<file path="config.mk">
export PLATFORM = sky130hd
export DESIGN_NAME = uart_frame_parser
export DESIGN_NICKNAME = d
export VERILOG_FILES = /design/src/rtl/uart_frame_parser_pkg.sv /design/src/rtl/uart_frame_parser_frame_buf.sv /design/src/rtl/uart_frame_parser.sv
export SDC_FILE = /design/constraint.sdc
export NUM_CORES = 1
export LEC_CHECK = 0
export ABC_CLOCK_PERIOD_IN_PS = 3850
export CELL_PAD_IN_SITES_DETAIL_PLACEMENT = 0
export CELL_PAD_IN_SITES_GLOBAL_PLACEMENT = 1
export CORE_AREA = 2 2 100 174
export DETAILED_ROUTE_END_ITERATION = 8
export DIE_AREA = 0 0 102 176
export HOLD_SLACK_MARGIN = 0.03
export PLACE_DENSITY_LB_ADDON = 0.12
export SLEW_MARGIN = 20
export SYNTH_ARGS = -nofsm -noshare
export SYNTH_HDL_FRONTEND = slang
export SYNTH_HIERARCHICAL = 1
export SYNTH_SLANG_ARGS = --single-unit
</file>
<file path="constraint.sdc">
create_clock -name clk -period 3.85 [get_ports clk]
set_clock_uncertainty 0.1 [all_clocks]
set_input_delay 0.385 -clock clk [delete_from_list [all_inputs] [get_ports clk]]
set_output_delay 0.385 -clock clk [all_outputs]
set_load 0.01 [all_outputs]
</file>
<file path="src/rtl/uart_frame_parser_pkg.sv">
// Shared types and defaults for the UART frame parser.
// Optional inter-byte timeout is enabled with UART_FRAME_TIMEOUT_EN.
package uart_frame_parser_pkg;

  localparam int          BIT_PERIOD  = 868;
  localparam int          FRAME_MAX   = 16;
  localparam logic [7:0]  FRAME_SOF   = 8'hAA;
  localparam int          FRAME_TMO   = 20 * BIT_PERIOD;

  typedef enum logic [2:0] {
    S_HUNT    = 3'd0,
    S_CMD     = 3'd1,
    S_LEN     = 3'd2,
    S_PAYLOAD = 3'd3,
    S_CHECK   = 3'd4,
    S_DRAIN   = 3'd5
  } state_t;

endpackage

</file>
<file path="src/rtl/uart_frame_parser_frame_buf.sv">
// Payload byte store: one write port, registered read port.
// Contents are not reset; only the read register is.
module uart_frame_parser_frame_buf #(
  parameter int DEPTH = 16,
  parameter int AW    = 4
) (
  input  logic          clk,
  input  logic          rst,
  input  logic          we,
  input  logic [AW-1:0] waddr,
  input  logic [7:0]    wdata,
  input  logic [AW-1:0] raddr,
  output logic [7:0]    rdata
);

  logic [7:0] mem [DEPTH];

  always_ff @(posedge clk) begin
    if (we) mem[waddr] <= wdata;
  end

  always_ff @(posedge clk) begin
    if (rst) rdata <= '0;
    else     rdata <= mem[raddr];
  end

endmodule

</file>
<file path="src/rtl/uart_frame_parser.sv">
// Frame parser: SOF, CMD, LEN, payload, XOR checksum; drains good payloads.
// Define UART_FRAME_TIMEOUT_EN to enable the inter-byte timeout.
module uart_frame_parser
  import uart_frame_parser_pkg::*;
#(
  parameter int         MAX_LEN        = FRAME_MAX,
  parameter logic [7:0] SOF_BYTE       = FRAME_SOF,
  parameter int         TIMEOUT_CYCLES = FRAME_TMO
) (
  input  logic       clk,
  input  logic       rst,
  input  logic [7:0] rx_data,
  input  logic       rx_done,
  output logic [7:0] out_cmd,
  output logic [7:0] out_len,
  output logic       frame_ok,
  output logic [7:0] out_data,
  output logic       out_valid,
  input  logic       out_ready,
  output logic       out_last,
  output logic       err_checksum,
  output logic       err_len,
  output logic       err_overrun,
  output logic       err_timeout,
  output logic       busy
);

  localparam int IW = (MAX_LEN > 1) ? $clog2(MAX_LEN) : 1;

  state_t          state;
  logic [7:0]      cmd_sh;
  logic [7:0]      len_sh;
  logic [7:0]      xsum;
  logic [IW-1:0]   widx;
  logic [IW-1:0]   ridx;
  logic [IW-1:0]   raddr;
  logic            we;
  logic            xfer;

  assign busy = (state != S_HUNT);
  assign we   = (state == S_PAYLOAD) && rx_done;
  assign xfer = out_valid && out_ready;

  // Read one address ahead so the registered read lands with the transfer.
  assign raddr = (state != S_DRAIN) ? '0 :
                 xfer ? ridx + IW'(1) : ridx;

  uart_frame_parser_frame_buf #(
    .DEPTH (MAX_LEN),
    .AW    (IW)
  ) u_buf (
    .clk   (clk),
    .rst   (rst),
    .we    (we),
    .waddr (widx),
    .wdata (rx_data),
    .raddr (raddr),
    .rdata (out_data)
  );

`ifdef UART_FRAME_TIMEOUT_EN
  logic [31:0] tcnt;
  logic        tmo;

  assign tmo = (tcnt == 32'(TIMEOUT_CYCLES - 1));

  always_ff @(posedge clk) begin
    if (rst || rx_done || state == S_HUNT || state == S_DRAIN)
      tcnt <= '0;
    else
      tcnt <= tcnt + 32'd1;
  end
`else
  logic unused_tmo;
  assign unused_tmo  = ^32'(TIMEOUT_CYCLES);
  assign err_timeout = 1'b0;
`endif

  always_ff @(posedge clk) begin
    if (rst) begin
      state        <= S_HUNT;
      cmd_sh       <= '0;
      len_sh       <= '0;
      xsum         <= '0;
      widx         <= '0;
      ridx         <= '0;
      out_cmd      <= '0;
      out_len      <= '0;
      out_valid    <= 1'b0;
      out_last     <= 1'b0;
      frame_ok     <= 1'b0;
      err_checksum <= 1'b0;
      err_len      <= 1'b0;
      err_overrun  <= 1'b0;
`ifdef UART_FRAME_TIMEOUT_EN
      err_timeout  <= 1'b0;
`endif
    end else begin
      frame_ok     <= 1'b0;
      err_checksum <= 1'b0;
      err_len      <= 1'b0;
      err_overrun  <= 1'b0;
`ifdef UART_FRAME_TIMEOUT_EN
      err_timeout  <= 1'b0;
`endif
      unique case (state)
        S_HUNT: begin
          if (rx_done && rx_data == SOF_BYTE) state <= S_CMD;
        end
        S_CMD: begin
          if (rx_done) begin
            cmd_sh <= rx_data;
            xsum   <= rx_data;
            state  <= S_LEN;
          end
        end
        S_LEN: begin
          if (rx_done) begin
            len_sh <= rx_data;
            xsum   <= xsum ^ rx_data;
            if (rx_data > 8'(MAX_LEN)) begin
              err_len <= 1'b1;
              state   <= S_HUNT;
            end else if (rx_data == 8'd0) begin
              state <= S_CHECK;
            end else begin
              widx  <= '0;
              state <= S_PAYLOAD;
            end
          end
        end
        S_PAYLOAD: begin
          if (rx_done) begin
            xsum <= xsum ^ rx_data;
            widx <= widx + IW'(1);
            if (8'(widx) == len_sh - 8'd1) state <= S_CHECK;
          end
        end
        S_CHECK: begin
          if (rx_done) begin
            if (rx_data != xsum) begin
              err_checksum <= 1'b1;
              state        <= S_HUNT;
            end else begin
              out_cmd  <= cmd_sh;
              out_len  <= len_sh;
              frame_ok <= 1'b1;
              ridx     <= '0;
              if (len_sh == 8'd0) begin
                state <= S_HUNT;
              end else begin
                out_valid <= 1'b1;
                out_last  <= (len_sh == 8'd1);
                state     <= S_DRAIN;
              end
            end
          end
        end
        S_DRAIN: begin
          if (rx_done) err_overrun <= 1'b1;
          if (xfer) begin
            if (out_last) begin
              out_valid <= 1'b0;
              out_last  <= 1'b0;
              state     <= S_HUNT;
            end else begin
              ridx     <= ridx + IW'(1);
              out_last <= (8'(ridx) + 8'd2 == len_sh);
            end
          end
        end
        default: state <= S_HUNT;
      endcase
`ifdef UART_FRAME_TIMEOUT_EN
      // A byte arriving on the deadline cycle wins over the timeout.
      if (busy && state != S_DRAIN && !rx_done && tmo) begin
        err_timeout <= 1'b1;
        state       <= S_HUNT;
      end
`endif
    end
  end

endmodule

</file>
; ---- Word-level counts from Yosys, hierarchy flattened
; Memory sizes are Yosys's and may differ from the RTL's. A register that Yosys moved wholly into a read port is not among the register bits.
; Cells that the tools add are included.
[totals]
regBits = 57
elab_cells = 120
out_inout_bits = 32
ram_bits = 128
n_memories = 1
in_bits = 12
[classes]
n_bitwise = 6
n_lt_le_gt_ge = 1
mux = 46
add_sub_neg = 4
eq_ne = 25
n_reduce_logical = 23
[mem_list]
columns = name, words, width, read_ports, rd_clocked_by_memory_dff, wr, line_no
row1 = u_buf.mem, 16, 8, 1, 1, 1, uart_frame_parser_frame_buf.sv:16  ; logic [7:0] mem [DEPTH];
[op_table]
columns = operator, n
row1 = 4-bit 2-to-1 mux, 10
row2 = 3-bit 2-to-1 mux, 12
row3 = "2-bit != test, second input constant", 12
row4 = 3-bit one-hot mux with 6 select lines, 1
row5 = 8-bit zero test, 2
row6 = 1-bit 2-to-1 mux, 16
row7 = 8-bit 2-to-1 mux, 2
row8 = 4-bit one-hot mux with 2 select lines, 2
row9 = 8-bit one-hot mux with 2 select lines, 1
row10 = 5-bit AND reduction, 3
row11 = "4-bit by 1-bit adder with 4-bit output, second input constant", 2
row12 = 4-bit by 8-bit == test with 1-bit output, 1
row13 = 5-bit by 8-bit == test with 1-bit output, 1
row14 = "8-bit by 1-bit == test with 1-bit output, second input constant", 1
row15 = "8-bit == test, second input constant", 1
row16 = "8-bit by 5-bit > comparator with 1-bit output, second input constant", 1
row17 = 8-bit != test, 1
row18 = 8-bit AND reduction, 1
row19 = "8-bit by 1-bit subtractor with 8-bit output, second input constant", 1
row20 = 8-bit XOR, 1
row21 = "3-bit by 2-bit == test with 1-bit output, second input constant", 2
row22 = "3-bit == test, second input constant", 2
row23 = 3-bit AND reduction, 2
row24 = 6-bit AND reduction, 1
row25 = other kinds (13), 26

; ---- Longest topological paths before layout
[depth]
depth_word = 5
mapped_depth = 10
ltp_nobuf = 8

; ---- By module
; The synthesis kept the hierarchy.
[modules_own_cells]
columns = mod, area_each_um2, cells_each, seq_area_each_um2, n_inst
row1 = uart_frame_parser_frame_buf, 5183.7, 238, 4003.8, 1
row2 = uart_frame_parser, 2900.3, 353, 1141.1, 1

; ---- Least setup slack after synthesis
; OpenSTA, ideal clock, no wires.
[synth_timing]
path_kind = register to register
start = register state[1]
end = memory u_buf.mem[0][0] (enable)
n_path_buf = 1
setup_ps = 383
stages_incl_launch_ff = 7
synth_period_minus_slack_ps = 2690
slack_ps = 1160
required_time_ps = 3367
arrival_time_ps = 2206
path_cell_list = dfxtp_1 buf_2 nor2b_1 nand2_1 nor2_1 or3b_2 nor3_1
[synth_via]
elab_chain_cells = 4
[synth_lines]
columns = item, line_no
row1 = start: declaration, uart_frame_parser.sv:30  ; state_t state;
row2 = start signal: assignment, uart_frame_parser.sv:81  ; state <= S_HUNT;
row3 = start signal: assignment, uart_frame_parser.sv:108  ; if (rx_done && rx_data == SOF_BYTE) state <= S_CMD;
row4 = start signal: assignment, uart_frame_parser.sv:114  ; state <= S_LEN;
row5 = 3-bit by 2-bit == test with 1-bit output, uart_frame_parser.sv:41  ; assign we = (state == S_PAYLOAD) && rx_done;
row6 = 1-bit logical AND, uart_frame_parser.sv:41
row7 = named net we, uart_frame_parser.sv:37  ; logic we;
row8 = 1-bit 2-to-1 mux, uart_frame_parser_frame_buf.sv:19  ; if (we) mem[waddr] <= wdata;
row9 = 1-bit 2-to-1 mux (not written as such), uart_frame_parser_frame_buf.sv:19
row10 = end: declaration, uart_frame_parser_frame_buf.sv:16
; The timed path passes the listed nets, and every way through them passes these cells.

; ---- Final worst setup path
[layout_timing]
start = register state[1]
end = memory u_buf.mem[3][1] (enable)
; Same word-level chain as after synthesis.

==> summary.txt <==
Critical path
  • Critical Path AT: ~3000 ps
  • Startpoint Class: register
  • Setup crit end kind: register
  • R2R cell count: 5
  • Worst Path Required: roughly 3800 ps
  • Worst r2r src: state[1]
  • Reg2Reg Capture Point: u_buf/mem[3][1]
  • CP Max Fanout: 9
  • WS Path Type: reg -> reg
  • FF-to-FF setup slack: about 870 ps

Min path
  • Hold Startpoint: rst
  • Worst hold path endpoint: xsum[2]
  • Worst min path class: in -> reg
  • Hold Path Cell Cnt: 2

Routing
  • DRC viols: 0
  • DRT iter0 DRCs: roughly 240
  • DRT Pass-1 Iters: 5
  • ANT nets after route: 0
  • Vias per inst: 5.58
  • Via Count: slightly below 5,000
  • Post-DR wirelength/cell: around 21 um
  • Drt total wl: 18,800 um

Floorplan
  • Ports: 44
  • Die Height: between 150 and 200 um
  • Core box area: around 0.016 mm^2
  • Die area: about 0.018 mm^2
  • Width of the chip: a little over 100 um
  • Starting density of the core: about half
  • Row count: 62

Pwr
  • Combinational Power Share: between 10% and 20%
  • Sw Share: 25.5%
  • Clock Power Share: between 30% and 40%
  • Max VDD drop: slightly above 0.3 mV
  • PD cells: around 480 mW/mm^2
  • Leakage power: between 3 and 4 nW
  • Flop pwr share: 51.2%
  • Internal power: roughly 3.4 mW
  • Net Switching: around 1.2 mW

Yosys
  • Seq/Total Area, Yosys: between 60% and 70%
  • Synth area leaders: edfxtp_1 (48%), dfxtp_1 (16%), mux4_2 (7.8%), mux2i_1 (4.2%), nand2_1 (2.8%)
  • Avg Inst Size Synth: between 10 and 15 um^2
  • Compound-gate portion of the synthesized area: 5.97%
  • Adder-Cell Fraction of Synth Area: less than 1%
  • Synth warn: 6
  • Async SR Flop Fraction: 0%
  • Mapped Area: roughly 0.0081 mm^2
  • Multiplexer share of the synthesized area: ~12%
  • Post-Synth XOR/XNOR Area: under 10%
  • Distinct cell type count after synthesis: 58
  • Synth top area share: between 40% and 50%
  • Synth Flop Type: edfxtp_1
  • Mapped Cells: ~600
  • Main combinational cell family by area after synthesis: multiplexers
  • Synth area leader: edfxtp_1
  • Number of synthesized flops with an enable pin: 128
  • Syn nets: ~610
  • Seq cells post-synth: between 150 and 200
  • Simple-gate share of the synthesized area: around 11%

Clocking
  • CTS HTree Levels: 4
  • Clock transition at path regs: about 80 ps
  • Num CTS Buffers: 17
  • Clk_lat worst skew: 430 ps
  • Root buf cell: clkbuf_16
  • CTS tree: built
  • Cts hold-fix bufs: 0
  • Clock Tree Buf Depth: 2
  • Post-cts gate resize count: 0
  • Post-CTS setup buffers: 0
  • Sink Count: about 190

STA
  • Slew HR: roughly a quarter
  • Crit share post-route: about 78%
  • Final setup viols: 0
  • Tmin final: between 2000 and 3000 ps
  • F_max: ~340 MHz
  • Final setup TNS: 0 ps
  • Worst Max-Slew Pin Slew: 1100 ps
  • Slew Viols, Final: 0
  • Final hold violations: 0
  • RSZ-0062 raised after global routing: no

Final layout
  • P&R area growth vs syn: 16.5%
  • Layout cells sized above 1: 15.2%
  • Ant. Diodes: 0
  • Final #Nets: between 600 and 700
  • Final Core Density: ~57%
  • Most frequent cells in the layout: edfxtp_1 (128), dfxtp_1 (65), nand2_1 (60)
  • Commonest non-fill, non-tap cell in the layout: edfxtp_1

Global routing
  • Grt met1 use: 24.5%
  • Met2 Track Usage GR: a little over two fifths
  • Initial antenna violation count: 0
  • Number of global-route vias before repair: just over 5,000
  • First-pass GRT wire length: a little under 30,000 um
  • Met3 Track Usage GR: ~4.4%
  • Largest net degree at the start of global routing: 36
  • Gr busiest metal: met2
  • Overall routing resource usage: approximately 23%
  • Grt total ovfl: 0

Place
  • Detail Placement HPWL: around 14,000 um
  • GPL Wtd Cong: between 0.8 and 0.9
  • Port Buf Inserts: 42

Run
  • MaxCap Viol Count: 0

Status
  • Status: finished, final reports clean
## critical path, cell delays in order (launching register included)
cell	delay, ps
dfxtp_1	470
nor2b_1	360
nand2_1	210
nor2_1	340
or3b_2	540
nor2_1	580
## cells in the mapped netlist, drive strengths merged, types with 2 or more instances
master	number
edfxtp	128
dfxtp	65
nand2	60
nor2	55
mux2i	34
mux4	29
a21oi	26
buf	20
xnor2	20
clkbuf	12
nand3	11
xor2	10
nor3	9
nand2b	8
o21ai	8
and3	6
nand4	6
o22ai	6
or3	6
ha	5
inv	5
nor3b	5
a211oi	4
and2	4
nor2b	4
a221o	3
a22o	3
a22oi	3
a311oi	3
a31oi	3
nand3b	3
nor4	3
a21boi	2
a21o	2
and4	2
nand4b	2
o21bai	2
or4	2
## logic make-up (layout without fill, tap and decap cells)
kind of cell | after synthesis | after routing
AO/OA/AOI/OAI | 73 | 73
XOR/XNOR | 30 | 30
adder cells (fa/ha/maj) | 5 | 5
buffers and inverters | 37 | 111
flip-flops | 193 | 193
multiplexers | 63 | 63
other | 1 | 1
AND/OR/NAND/NOR | 189 | 189
## registers in the layout, summed over array words and instances, names as in the netlist
name / flops
out_len: 8
err_len: 1
u_buf/mem: 128
frame_ok: 1
cmd_sh: 8
u_buf/rdata: 8
err_overrun: 1
out_cmd: 8
out_last: 1
err_checksum: 1
len_sh: 8
widx: 4
out_valid: 1
ridx: 4
xsum: 8
state: 3
## power groups by stage
stage	combinational [mW]	sequential (mW)	clock (mW)
after floorplan	0.325	2.34	0
after global placement	0.455	2.36	0
after detailed placement	0.464	2.36	0
after CTS	0.466	2.32	1.78
after global routing	0.512	2.32	1.85
final	0.463	2.32	1.74
## layout make-up
class                      instances  area (um^2)
clock buffer                      17          425
clock inverter                    15          160
fill                            1403         7030
inverter                           5         18.8
multi-input combinational        361         2720
sequential                       193         5140
tap                              224          280
timing repair buffer              74          668
## metal layers
layer | wire (um) | vias up
li1 | - | 2327
met4 | 688 | 0
met5 | 0 | -
met1 | 6700 | 2480
met3 | 586 | 35
met2 | 10900 | 123
## how the worst max path moves through the flow
stage                     startpoint               to  slack [ps]  cells after the start
final                       state[1]  u_buf/mem[3][1]         870                      5
after global routing        state[1]  u_buf/mem[3][0]         670                      5
after CTS                   state[1]  u_buf/mem[3][1]         870                      5
after detailed placement     rx_done  u_buf/mem[3][2]         760                      6
after global placement     out_ready   u_buf/rdata[5]         870                      8
after floorplan             state[1]  u_buf/mem[0][0]        1160                      6
## per-stage QoR
step                hold slack [ps]  power (mW)  setup slack [ps]  instance area, um^2  cells
detailed placement              352        2.83               765                 8830    857
global placement                345        2.82               872                 8830    857
finish                          334        4.52               866                 9420    889
floorplan                       336        2.66              1160                 8080    591
CTS                             338        4.56               868                 9420    889
global route                    372        4.69               672                 9420    889
No activity file was read; power rests on OpenSTA's default activity.
